File: config.mk
export PLATFORM = sky130hd
export DESIGN_NAME = sync_async_hs_tx_flat
export DESIGN_NICKNAME = d
export VERILOG_FILES = /design/src/rtl/sync_async_hs_tx_if.sv /design/src/rtl/sync_async_hs_tx.sv /design/src/flat_wrapper.sv
export SDC_FILE = /design/constraint.sdc
export NUM_CORES = 1
export LEC_CHECK = 0
export CAP_MARGIN = 20
export CORE_AREA = 3 3 48 50
export DETAILED_ROUTE_END_ITERATION = 7
export DIE_AREA = 0 0 51 53
export PLACE_DENSITY = 0.58
export REMOVE_ABC_BUFFERS = 1
export SKIP_CTS_REPAIR_TIMING = 1
export SLEW_MARGIN = 5
export SYNTH_ARGS = -nofsm -noshare
export SYNTH_HDL_FRONTEND = slang
export SYNTH_SLANG_ARGS = --single-unit
File: constraint.sdc
create_clock -name clk -period 1.7 [get_ports clk]
set_input_delay 0.17 -clock clk [delete_from_list [all_inputs] [get_ports clk]]
set_output_delay 0.17 -clock clk [all_outputs]
set_load 0.01 [all_outputs]
File: src/rtl/sync_async_hs_tx_if.sv
// Bundle of the synchronous upstream port and the async bundled-data channel
// for sync_async_hs_tx. The master side is the environment (word source plus
// channel acknowledger); the slave side is the transmitter.
interface sync_async_hs_tx_if #(
  parameter int DATA_W = 8
);
  logic              in_valid;
  logic              in_ready;
  logic [DATA_W-1:0] in_data;
  logic              req_o;
  logic              ack_i;
  logic [DATA_W-1:0] data_o;

  modport master (
    output in_valid, in_data, ack_i,
    input  in_ready, req_o, data_o
  );

  modport slave (
    input  in_valid, in_data, ack_i,
    output in_ready, req_o, data_o
  );
endinterface

File: src/rtl/sync_async_hs_tx.sv
// sync_async_hs_tx: clocked 4-phase bundled-data transmitter.
// Takes words on a valid/ready port and drives req/data into a self-timed
// channel, synchronising the returning ack and completing the full
// return-to-zero cycle before the next word is accepted.
// Optional feature macro: ACK_TIMEOUT_EN (sticky per-phase ack timeout flag).
module sync_async_hs_tx #(
  parameter int DATA_W      = 8,
  parameter int SYNC_STAGES = 2,
  parameter int TIMEOUT_CYC = 255
) (
  input  logic               clk,
  input  logic               rst,
  sync_async_hs_tx_if.slave  bus,
  output logic               busy,
  output logic               timeout_err
);

  typedef enum logic [1:0] {
    S_IDLE,
    S_SETUP,
    S_REQ_HI,
    S_REQ_LO
  } state_t;

  state_t                 r_state;
  state_t                 w_state_nxt;
  logic                   r_req;
  logic                   w_req_nxt;
  logic [DATA_W-1:0]      r_data;
  logic [DATA_W-1:0]      w_data_nxt;
  logic [SYNC_STAGES-1:0] r_sync;
  logic                   w_ack_s;
  logic                   w_in_ready;
  logic                   w_xfer;

  // Ack synchroniser; the FSM only ever looks at the last stage
  always_ff @(posedge clk) begin
    if (rst) r_sync <= '0;
    else     r_sync <= {r_sync[SYNC_STAGES-2:0], bus.ack_i};
  end

  assign w_ack_s    = r_sync[SYNC_STAGES-1];
  assign w_in_ready = (r_state == S_IDLE) & ~w_ack_s & ~rst;
  assign w_xfer     = bus.in_valid & w_in_ready;

  // State, req and data registers
  always_ff @(posedge clk) begin
    if (rst) begin
      r_state <= S_IDLE;
      r_req   <= 1'b0;
      r_data  <= '0;
    end else begin
      r_state <= w_state_nxt;
      r_req   <= w_req_nxt;
      r_data  <= w_data_nxt;
    end
  end

  // Next-state logic: capture in IDLE, one setup cycle, then the 4 phases
  always_comb begin
    w_state_nxt = r_state;
    w_req_nxt   = r_req;
    w_data_nxt  = r_data;
    case (r_state)
      S_IDLE: begin
        if (w_xfer) begin
          w_data_nxt  = bus.in_data;
          w_state_nxt = S_SETUP;
        end
      end
      S_SETUP: begin
        w_req_nxt   = 1'b1;
        w_state_nxt = S_REQ_HI;
      end
      S_REQ_HI: begin
        if (w_ack_s) begin
          w_req_nxt   = 1'b0;
          w_state_nxt = S_REQ_LO;
        end
      end
      S_REQ_LO: begin
        if (!w_ack_s) w_state_nxt = S_IDLE;
      end
      default: w_state_nxt = S_IDLE;
    endcase
  end

  assign bus.in_ready = w_in_ready;
  assign bus.req_o    = r_req;
  assign bus.data_o   = r_data;
  assign busy         = (r_state != S_IDLE);

`ifdef ACK_TIMEOUT_EN
  localparam int                CNT_W  = $clog2(TIMEOUT_CYC + 1);
  localparam logic [CNT_W-1:0] LP_TMO  = CNT_W'(TIMEOUT_CYC);
  localparam logic [CNT_W-1:0] LP_TMO1 = CNT_W'(TIMEOUT_CYC - 1);

  logic [CNT_W-1:0] r_cnt;
  logic             r_tmo;
  logic             w_wait_ph;

  assign w_wait_ph = (r_state == S_REQ_HI) || (r_state == S_REQ_LO);

  // Phase timer: any state change clears it, which covers both entries into
  // the waiting phases; a transition on the would-be timeout edge wins.
  always_ff @(posedge clk) begin
    if (rst) begin
      r_cnt <= '0;
      r_tmo <= 1'b0;
    end else if (w_state_nxt != r_state) begin
      r_cnt <= '0;
    end else if (w_wait_ph) begin
      if (r_cnt != LP_TMO)  r_cnt <= r_cnt + CNT_W'(1);
      if (r_cnt == LP_TMO1) r_tmo <= 1'b1;
    end
  end

  assign timeout_err = r_tmo;
`else
  logic w_unused_tmo;
  assign w_unused_tmo = (TIMEOUT_CYC != 0);
  assign timeout_err  = 1'b0;
`endif

endmodule
File: src/flat_wrapper.sv
// flat-port wrapper written by rule: the top's interface ports become plain ports
module sync_async_hs_tx_flat 
#(
  parameter int DATA_W      = 8,
  parameter int SYNC_STAGES = 2,
  parameter int TIMEOUT_CYC = 255
)
  (clk, rst, busy, timeout_err, bus_in_valid, bus_in_data, bus_ack_i, bus_in_ready, bus_req_o, bus_data_o);
  sync_async_hs_tx_if #(.DATA_W(DATA_W)) bus_i ();
  input  logic clk;
  input  logic rst;
  output logic busy;
  output logic timeout_err;
  input wire logic [$bits(bus_i.in_valid)-1:0] bus_in_valid;
  input wire logic [$bits(bus_i.in_data)-1:0] bus_in_data;
  input wire logic [$bits(bus_i.ack_i)-1:0] bus_ack_i;
  output wire logic [$bits(bus_i.in_ready)-1:0] bus_in_ready;
  output wire logic [$bits(bus_i.req_o)-1:0] bus_req_o;
  output wire logic [$bits(bus_i.data_o)-1:0] bus_data_o;
  assign bus_i.in_valid = bus_in_valid;
  assign bus_i.in_data = bus_in_data;
  assign bus_i.ack_i = bus_ack_i;
  assign bus_in_ready = bus_i.in_ready;
  assign bus_req_o = bus_i.req_o;
  assign bus_data_o = bus_i.data_o;
  sync_async_hs_tx #(.DATA_W(DATA_W), .SYNC_STAGES(SYNC_STAGES), .TIMEOUT_CYC(TIMEOUT_CYC)) u_core (.clk(clk), .rst(rst), .bus(bus_i), .busy(busy), .timeout_err(timeout_err));
endmodule
Yosys cells after proc, flatten, opt, wreduce, memory -nomap -nowiden:

Index checks and enable logic that the tools add are counted.

* register bits after elaboration: 13
* bits in latches: 0
* memory bits (writable): 0
* memory bits (read-only): 0
* input bits: 12
* output and inout port bits: 12
* word-level logic and storage cells: 27
* memories: 0

* add/sub/neg operators: 0
* multiply operators: 0
* div/mod/pow operators: 0
* order comparisons: 0
* eq/ne operators: 6
* shifts and indexed selects: 0
* mux-type cells: 6
* bitwise operators: 5
* reduce and logical (&&, ||, !) cells: 6

Operators by type and width (count)
* one-hot mux 2 bit (4 select lines): 1
* 2-to-1 mux 2 bit: 3
* equality test 2 bit (second input constant): 2
* inequality test 2 x 1 -> 1 bit (second input constant): 2
* AND reduction 2 bit: 2
* nonzero test 2 bit: 2
* AND 1 bit: 3
* AND reduction 3 bit: 1
* equality test 2 x 1 -> 1 bit (second input constant): 1
* logical NOT 2 bit: 1
* inequality test 2 bit (second input constant): 1
* NOT 1 bit: 2
* one-hot mux 1 bit (2 select lines): 1
* 2-to-1 mux 1 bit: 1

Logic depth before layout (Yosys ltp):

Gate-level depths: netlist of run 1.

* word-level depth: 6
* gate-level depth with buffers: 6
* mapped depth without buffers: 5

Worst setup path before layout of run 1:

No wires, ideal clock.

* kind: register -> register
* from: reg u_core.r_state[0]
* to: reg u_core.r_state[0]
* library setup time: 0.086 ns
* data arrival time: 1.206 ns
* data required time: 1.614 ns
* slack: 0.409 ns
* stages on the path, launching flop included: 6
* path buffers: 0
* period minus slack after synthesis: 1.291 ns
* cells stage by stage: dfxtp_1 inv_1 ha_1 nor4b_1 a21oi_1 a211oi_1

* word-level cells in the longest chain between the ends: 6
* elaborated cells on any way between the ends: 12
* classes of those cells: eq/ne (6); mux (1); bitwise (3); reduce/logical (2)

Ends and longest elaborated chain
* from (decl): RTL line sync_async_hs_tx.sv:25 `state_t r_state;`
* from (signal assigned): RTL line sync_async_hs_tx.sv:53 `r_state <= w_state_nxt;`
* logical NOT 2 bit: RTL line sync_async_hs_tx.sv:43, sync_async_hs_tx.sv:64
* AND 1 bit (2 in a row): RTL line sync_async_hs_tx.sv:43 `assign w_in_ready = (r_state == S_IDLE) & ~w_ack_s & ~rst;`
* AND 1 bit: RTL line sync_async_hs_tx.sv:44 `assign w_xfer = bus.in_valid & w_in_ready;`
* inequality test 2 x 1 -> 1 bit (no line)
* AND reduction 3 bit (no line)

Parallel ways exist; a longest one is shown, timed or not.
A chain may end at the register's enable or synchronous reset.

Final worst setup path of run 1:

* from: reg u_core.r_state[0]
* to: out bus_in_ready

* word-level cells in the longest chain between the ends: 3

Ends and longest elaborated chain
* logical NOT 2 bit: RTL line sync_async_hs_tx.sv:43
* AND 1 bit (2 in a row): RTL line sync_async_hs_tx.sv:43
* to (decl): RTL line flat_wrapper.sv:17 `output wire logic [$bits(bus_i.in_ready)-1:0] bus_in_ready;`

Every way passes these cells.

==> results of run 1 <==
cell usage after synthesis (all sizes together):
| cell type | count | area [µm²] |
|---|---|---|
| inv | 3 | 11.3 |
| dfxtp | 13 | 260 |
| buf | 2 | 18.8 |
| nor3 | 1 | 5.00 |
| and4bb | 1 | 12.5 |
| nand2 | 1 | 3.75 |
| nor2 | 9 | 33.8 |
| a21oi | 2 | 10.0 |
| clkbuf | 1 | 3.75 |
| nor4b | 1 | 8.76 |
| mux2i | 10 | 100 |
| nor2b | 3 | 18.8 |
| conb | 1 | 3.75 |
| a211oi | 2 | 15.0 |
| nand2b | 2 | 12.5 |
| ha | 4 | 50.1 |
power breakdown:
| group | total (mW) | switching, mW | leakage [nW] | internal (mW) |
|---|---|---|---|---|
| Sequential | 0.386 | 0.0319 | 0.106 | 0.355 |
| Clock | 0.194 | 0.103 | 0.0150 | 0.0910 |
| Combinational | 0.371 | 0.170 | 0.233 | 0.201 |
cell usage in the layout (no fill, tap or decap):
master / count
mux2i_1: 10
dlymetal6s2s_1: 2
and4bb_2: 1
nor3_1: 1
nor2_1: 9
nand2_1: 1
nand2b_1: 2
inv_1: 3
clkbuf_1: 1
a21oi_1: 2
dfxtp_1: 13
clkbuf_4: 3
nor2b_1: 3
buf_4: 2
nor4b_1: 1
conb_1: 1
a211oi_1: 2
ha_1: 4
clkdlybuf4s50_1: 20
flip-flops by register name, summed over array words and instances (netlist names):
| signal | cells |
|---|---|
| u_core.bus.req_o | 1 |
| u_core.bus.data_o | 8 |
| u_core.r_state | 2 |
| u_core.r_sync | 2 |
layout make-up:
class	count	share of cell area, %
multi-input cells	37	32.4
flip-flops and latches	13	30.8
repair buffers	24	28.4
well taps	27	3.99
clock buffers	4	3.11
inverters	3	1.33
layer usage:
metal | vias to the layer above | share of wire [%] | global-route usage, %
met5 | - | 0 | 0
met4 | 0 | 0.80 | 4.93
met3 | 2 | 7.9 | 4.51
met2 | 15 | 48 | 13.9
met1 | 204 | 43 | 10.6
li1 | 235 | - | -
how the worst max path moves through the flow:
| stage | from | endpoint | slack [ns] | depth (start not counted) |
|---|---|---|---|---|
| floorplan | u_core.r_state[0] | u_core.bus.data_o[0] | 0.40 | 5 |
| global placement | u_core.r_state[0] | bus_in_ready | 0.1 | 5 |
| detailed placement | u_core.r_state[0] | bus_in_ready | 0.1 | 5 |
| CTS | u_core.r_state[0] | bus_in_ready | -0.23 | 5 |
| global route | u_core.r_state[0] | bus_in_ready | 0.01 | 5 |
| finish | u_core.r_state[0] | bus_in_ready | 0.18 | 5 |
logic make-up (layout without fill, tap and decap cells):
kind of cell	count (synthesis)	in the layout	share of synthesized area, %
flip-flops	13	13	45.8
AO/OA/AOI/OAI	4	4	4.40
AND/OR/NAND/NOR	18	18	16.7
buffers and inverters	6	31	5.95
other	1	1	0.660
multiplexers	10	10	17.6
adder cells (fa/ha/maj)	4	4	8.81
through the flow:
stage / hold slack [ns] / instances
after floorplan: 0.242 / 53
after global placement: 0.424 / 104
after detailed placement: 0.427 / 104
after CTS: 0.439 / 108
after global routing: 0.441 / 108
final: 0.449 / 108
==> key figures, run 1 <==
Run status
  – Status: complete, no violations

Clock tree
  – CTS Buf Count: 3
  – Worst-path clk slew: 0.08 ns
  – Clk sink count: 13
  – CTS Buffer Depth: 2
  – Clock Latency Late Sink: 0.28 ns
  – CTS tree: yes
  – H-Tree Level Count: 1
  – CTS Root Cell: clkbuf_4

Critical path
  – Worst setup path class: flip-flop to primary output
  – Crit path cell chain: inv_1 > ha_1 > inv_1 > nor3_1 > dlymetal6s2s_1
  – RR Startpoint: u_core.r_state[0]
  – CP startpoint kind: flip-flop
  – Worst-path cell with the longest stage delay: dfxtp_1
  – CP peak stage delay: 0.34 ns
  – R2R Path End: u_core.bus.data_o[1]
  – Worst reg-to-reg setup slack: 0.25 ns
  – CP arrival: 1.35 ns
  – Worst reg-to-reg path cell count: 5
  – CP required: 1.53 ns
  – Crit-path most repeated cell: inv_1
  – Worst-path maximum fanout: 3
  – Buffers & Inverters on Critical Path: 3
  – CP delay by family, top: buffers and inverters
  – Capturing element type of the critical path: primary output

Floorplan
  – Full die area: 2700 µm²
  – Die Wd: 51 µm
  – Core footprint: 1940 µm²
  – Initial Util: 29.3%
  – FP Rows: 16
  – Die height: 53 µm
  – # IOs: 24

Layout
  – # fillers: 206
  – Cell area after layout: 846 µm²
  – Area taken by multi-input logic gates: 274 µm²
  – Synthesis-to-layout area growth: 48.9%
  – Nets@finish: 98
  – Fraction of layout cells with a size suffix above 1: 7.41%
  – ANT cells: 0
  – Final Util: 43.6%
  – Register area: 260 µm²

Detailed routing
  – Detailed Route Iter0 Violations: 3
  – DR WL/cell: 10.5 µm
  – # DRC: 0
  – DRT Pass-1 Iters: 4
  – DRT Wirelength: 1130 µm
  – Vias per inst: 4.22
  – DR vias: 456
  – Post-DRT Antenna Nets: 0

Global routing
  – Pin count of the biggest net entering global routing: 10
  – Initial antenna violation count: 0
  – Overall Global Routing Usage: 9.23%
  – Wire length of the first global-routing pass: 1840 µm
  – Overflow after GRT: 0
  – Vias in the first global route: 444

Placed design
  – Post-DP HPWL: 851 µm
  – Port Buf Inserts: 22
  – Placer Congestion: 0.669
  – Place WS: 0.0981 ns
  – Dpl cell area: 815 µm²

Timing
  – Crit share post-route: 89.4%
  – Setup-failing EPs final: 0
  – Final hold violation count: 0
  – Final Max Tran Viols: 0
  – Final Skew: 0.00706 ns
  – RSZ-0062 raised after global routing: false
  – Period minus WS final: 1.52 ns
  – Max Clock Freq: 658 MHz
  – Min setup slack post-route: 0.179 ns
  – Setup TNS: 0 ns

Synth
  – Post-Syn Instances: 56
  – Warnings, synthesis: 0
  – Seq/Total Area, Yosys: 45.8%
  – #FFs+latches synth: 13
  – Post-synth cell types: 17
  – Mapped cell area: 568 µm²
  – Mean Syn Cell Area: 10.1 µm²

Power and ir drop
  – Leak: 0.354 nW
  – Final Power: 0.952 mW
  – VDD IR-drop max: 590 µV
  – Cell Pwr Density: 1120 nW/µm²

Min path
  – Min-delay src: bus_ack_i
  – Number of cells on the worst hold path: 2
  – Hold Path End: u_core.r_sync[0]
  – Hold Crit Class: input port to flip-flop

Job
  – Max Cap Viol: 0
Note: power is estimated with default switching activity, not from simulation.
==> run 2, diff against run 1 <==
CTS_BUF_LIST = sky130_fd_sc_hd__clkbuf_4 sky130_fd_sc_hd__clkbuf_8   (was unset)
==> run 2 against run 1 <==
Power grew 1.7%. Utilization is 0.19 points higher. Cell count unchanged. Count of clock-buffer cells in the layout stayed put. Combinational power about the same. Global-route usage decreased by 0.060 points. Non-clock buffer count stayed put. First-iteration DRC count is 33% higher. Maximum frequency fell by 1.0%. Routed wire length fell by 1.1%. Clock power increased by 8%.
==> key figures, run 2 (synthesized netlist as in run 1, its figures left out) <==
Floorplan
  – Core footprint: 1940 µm²
  – # IOs: 24
  – FP Rows: 16
  – Initial Util: 29.3%
  – Full die area: 2700 µm²
  – Die Wd: 51 µm
  – Die height: 53 µm

Layout
  – Final Util: 43.8%
  – Finished Layout Cells: 108
  – Nets@finish: 98
  – Commonest non-fill, non-tap cell in the layout: clkdlybuf4s50_1
  – ANT cells: 0
  – Max FFs per register: 8
  – Synthesis-to-layout area growth: 49.6%
  – Fraction of layout cells with a size suffix above 1: 8.64%
  – Most frequent cells in the layout: clkdlybuf4s50_1 (20), dfxtp_1 (13), mux2i_1 (10), nor2_1 (9)

Timing
  – Final Skew: 0.00934 ns
  – Min setup slack post-route: 0.164 ns
  – Period minus WS final: 1.54 ns
  – Final hold violation count: 0
  – Crit share post-route: 90.4%
  – Final Max Tran Viols: 0
  – Setup-failing EPs final: 0
  – Max Clock Freq: 651 MHz
  – Worst hold slack: 0.449 ns
  – RSZ-0062 raised after global routing: false

Critical path
  – R2R Path End: u_core.bus.data_o[1]
  – Worst setup path class: flip-flop to primary output
  – RR Startpoint: u_core.r_state[0]
  – Worst reg-to-reg path cell count: 5
  – Worst-path maximum fanout: 3
  – Critical Path Source: u_core.r_state[0]
  – Setup crit end: bus_in_ready
  – Worst reg-to-reg setup slack: 0.23 ns
  – CP arrival: 1.37 ns
  – CP startpoint kind: flip-flop
  – Capturing element type of the critical path: primary output
  – CP required: 1.53 ns

Power and ir drop
  – Internal power: 0.663 mW
  – Cell Pwr Density: 1140 nW/µm²
  – Switch share: 31.5%
  – Seq pwr share: 39.9%
  – VDD IR-drop max: 616 µV
  – Final Power: 0.968 mW
  – Leak: 0.358 nW
  – Clock power frac: 21.7%
  – Combinational power share: 38.4%
  – Net Sw Power: 0.305 mW

Clock tree
  – Clock Latency Late Sink: 0.28 ns
  – Clk sink count: 13
  – H-Tree Level Count: 1
  – CTS tree: yes
  – CTS Buf Count: 3
  – Worst-path clk slew: 0.08 ns
  – CTS Root Cell: clkbuf_4
  – CTS Buffer Depth: 2

Detailed routing
  – DRT Pass-1 Iters: 4
  – Detailed Route Iter0 Violations: 4
  – Vias per inst: 4.29
  – DR WL/cell: 10.4 µm
  – DRT Wirelength: 1120 µm
  – DR vias: 463
  – Post-DRT Antenna Nets: 0
  – # DRC: 0

Placed design
  – DP Cell Count: 104
  – Port Buf Inserts: 22
  – Post-DP HPWL: 851 µm
  – Place WS: 0.0981 ns
  – Placer Congestion: 0.669

Global routing
  – Vias in the first global route: 441
  – Initial antenna violation count: 0
  – Pin count of the biggest net entering global routing: 10
  – Overflow after GRT: 0
  – Wire length of the first global-routing pass: 1830 µm
  – Overall Global Routing Usage: 9.17%

Min path
  – Hold Crit Class: input port to flip-flop

Job
  – Max Cap Viol: 0

Run status
  – Status: complete, no violations
run 2: cell counts in the layout (fill, tap and decap cells not counted):
Identical to the previous run, type by type.
run 2: worst max-delay path, cell delays in order (launching register included):
cell and delay, ns:
dfxtp_1 0.34, inv_1 0.10, ha_1 0.20, inv_1 0.08, nor3_1 0.18, dlymetal6s2s_1 0.18
run 2: cell type report:
type / count / area, µm²
fill: 207 / 1090
multi-input combinational: 37 / 274
sequential: 13 / 260
timing repair buffer: 24 / 240
tap: 27 / 33.8
clock buffer: 4 / 30.0
inverter: 3 / 11.3
run 2: power groups by stage:
stage	registers (mW)	logic, mW	clock network [mW]
final	0.387	0.371	0.210
after global routing	0.393	0.408	0.231
after CTS	0.388	0.381	0.217
after detailed placement	0.395	0.378	0
after global placement	0.395	0.379	0
after floorplan	0.404	0.194	0
run 2: worst min-delay path by stage:
| stage | to | slack [ns] | cells after the start | start |
|---|---|---|---|---|
| floorplan | u_core.r_sync[0] | 0.24 | 1 | rst |
| global placement | u_core.r_sync[1] | 0.42 | 1 | u_core.r_sync[0] |
| CTS | u_core.r_sync[0] | 0.44 | 2 | bus_ack_i |
| global route | u_core.r_sync[0] | 0.44 | 2 | bus_ack_i |
| detailed placement | u_core.r_sync[1] | 0.43 | 1 | u_core.r_sync[0] |
| finish | u_core.r_sync[0] | 0.45 | 2 | bus_ack_i |
run 2: metrics by stage:
stage	setup TNS (ns)	area, µm²
floorplan	0	546
global placement	0	815
detailed placement	0	815
CTS	-0.336	845
global route	0	850
finish	0	850
run 2: routing by layer:
metal / GRT usage [%] / wire length (µm) / up-vias
met4: 4.93 / 9 / 0
met5: 0 / 0 / -
met3: 4.51 / 89 / 2
met2: 13.5 / 551 / 19
met1: 10.8 / 469 / 211
li1: - / - / 231
==> run 3, diff against run 2 <==
CELL_PAD_IN_SITES_DETAIL_PLACEMENT = 0   (was unset)
CELL_PAD_IN_SITES_GLOBAL_PLACEMENT = 1   (was unset)
PLACE_DENSITY = 0.74   (was 0.58)
==> run 3 against run 2 <==
Routed wire length is 3.1% higher. Flip-flop and latch count is the same. Sequential share of layout area increased by 0.10 points. Critical path type unchanged. Highest routed layer is now met3.
==> key figures, run 3 (synthesized netlist as in run 1, its figures left out) <==
Run status
  – Status: complete, no violations

Placed design
  – Placer Congestion: 0.682
  – Port Buf Inserts: 22
  – Post-DP HPWL: 890 µm
  – DP Cell Count: 104

Timing
  – Setup TNS: 0 ns
  – Period minus WS final: 1.53 ns
  – Final Skew: 0.00356 ns
  – Final Max Tran Viols: 0
  – Final hold violation count: 0
  – Setup-failing EPs final: 0
  – Crit share post-route: 90.2%
  – Max Clock Freq: 652 MHz
  – RSZ-0062 raised after global routing: false

Global routing
  – Overall Global Routing Usage: 10.0%
  – Initial antenna violation count: 0
  – Vias in the first global route: 469
  – Pin count of the biggest net entering global routing: 12
  – Wire length of the first global-routing pass: 2000 µm
  – Overflow after GRT: 0

Power and ir drop
  – VDD IR-drop max: 592 µV
  – Seq pwr share: 40.1%
  – Switch share: 31.1%
  – Combinational power share: 38.5%
  – Internal power: 0.665 mW
  – Leak: 0.358 nW
  – Cell Pwr Density: 1130 nW/µm²
  – Clock power frac: 21.4%
  – Net Sw Power: 0.299 mW
  – Final Power: 0.964 mW

Clock tree
  – Clock Latency Late Sink: 0.27 ns
  – Clk sink count: 13
  – CTS tree: yes
  – CTS Root Cell: clkbuf_4
  – CTS Buffer Depth: 2
  – Worst-path clk slew: 0.08 ns
  – CTS Buf Count: 3
  – H-Tree Level Count: 1

Floorplan
  – Core footprint: 1940 µm²
  – Full die area: 2700 µm²
  – Initial Util: 29.3%
  – Die height: 53 µm
  – # IOs: 24
  – Die Wd: 51 µm
  – FP Rows: 16

Layout
  – Commonest non-fill, non-tap cell in the layout: clkdlybuf4s50_1
  – ANT cells: 0
  – Finished Layout Cells: 108
  – Most frequent cells in the layout: clkdlybuf4s50_1 (20), dfxtp_1 (12), mux2i_1 (10), nor2_1 (9)
  – Fraction of layout cells with a size suffix above 1: 9.88%
  – Nets@finish: 98
  – Synthesis-to-layout area growth: 49.8%
  – Final Util: 43.8%
  – Max FFs per register: 8

Critical path
  – Crit-path most repeated cell: inv_1
  – Worst setup path class: flip-flop to primary output
  – Crit path cell chain: inv_1 > ha_1 > inv_1 > nor3_1 > dlymetal6s2s_1
  – CP startpoint kind: flip-flop
  – Capturing element type of the critical path: primary output
  – Worst-path maximum fanout: 3
  – CP delay by family, top: buffers and inverters
  – CP arrival: 1.36 ns
  – CP required: 1.53 ns
  – CP peak stage delay: 0.33 ns
  – Worst-path cell with the longest stage delay: dfxtp_1
  – Buffers & Inverters on Critical Path: 3

Job
  – Max Cap Viol: 0

Detailed routing
  – Top Metal Used: met3
  – Wire length on met1: 514 µm
  – Post-DRT Antenna Nets: 0
  – # DRC: 0
  – Vias per inst: 4.19
  – DRT Pass-1 Iters: 3
  – Met2 WL: 552 µm
  – Routed wl met3: 87 µm
  – DRT Wirelength: 1150 µm
  – DR WL/cell: 10.7 µm
  – DR vias: 453
  – Detailed Route Iter0 Violations: 6

Min path
  – Hold Crit Class: flip-flop to flip-flop
run 3: final timing paths:
kind                      from                 to  slack, ns  cells past startpoint
max          u_core.r_state[0]       bus_in_ready       0.17                      5
min           u_core.r_sync[0]   u_core.r_sync[1]       0.46                      1
max reg2reg  u_core.r_state[0]  u_core.r_state[0]       0.24                      5
min reg2reg   u_core.r_sync[0]   u_core.r_sync[1]       0.46                      1
run 3: stage by stage:
step	setup slack [ns]	area, µm²	hold slack [ns]
2_1_floorplan	0.398	546	0.242
3_3_place_gp	0.132	815	0.420
3_5_place_dp	0.0894	815	0.429
4_1_cts	-0.277	845	0.448
5_1_grt	0.0210	851	0.460
6_report	0.167	851	0.456
run 3: layout make-up:
type,count,area (µm²)
clock buffers,4,30.0
fillers,206,1090
well taps,27,33.8
multi-input cells,37,274
repair buffers,24,240
flip-flops and latches,13,262
inverters,3,11.3
run 3: power groups by stage:
stage / clock [mW] / combinational, mW / sequential [mW]
floorplan: 0 / 0.194 / 0.404
global placement: 0 / 0.375 / 0.392
CTS: 0.217 / 0.385 / 0.385
finish: 0.206 / 0.371 / 0.387
detailed placement: 0 / 0.380 / 0.393
global route: 0.231 / 0.419 / 0.397
run 3: per-layer routing:
| metal | vias up | GRT usage, % |
|---|---|---|
| met1 | 202 | 13.1 |
| met5 | - | 0 |
| met3 | 0 | 4.51 |
| met2 | 18 | 14.2 |
| met4 | 0 | 4.04 |
| li1 | 233 | - |
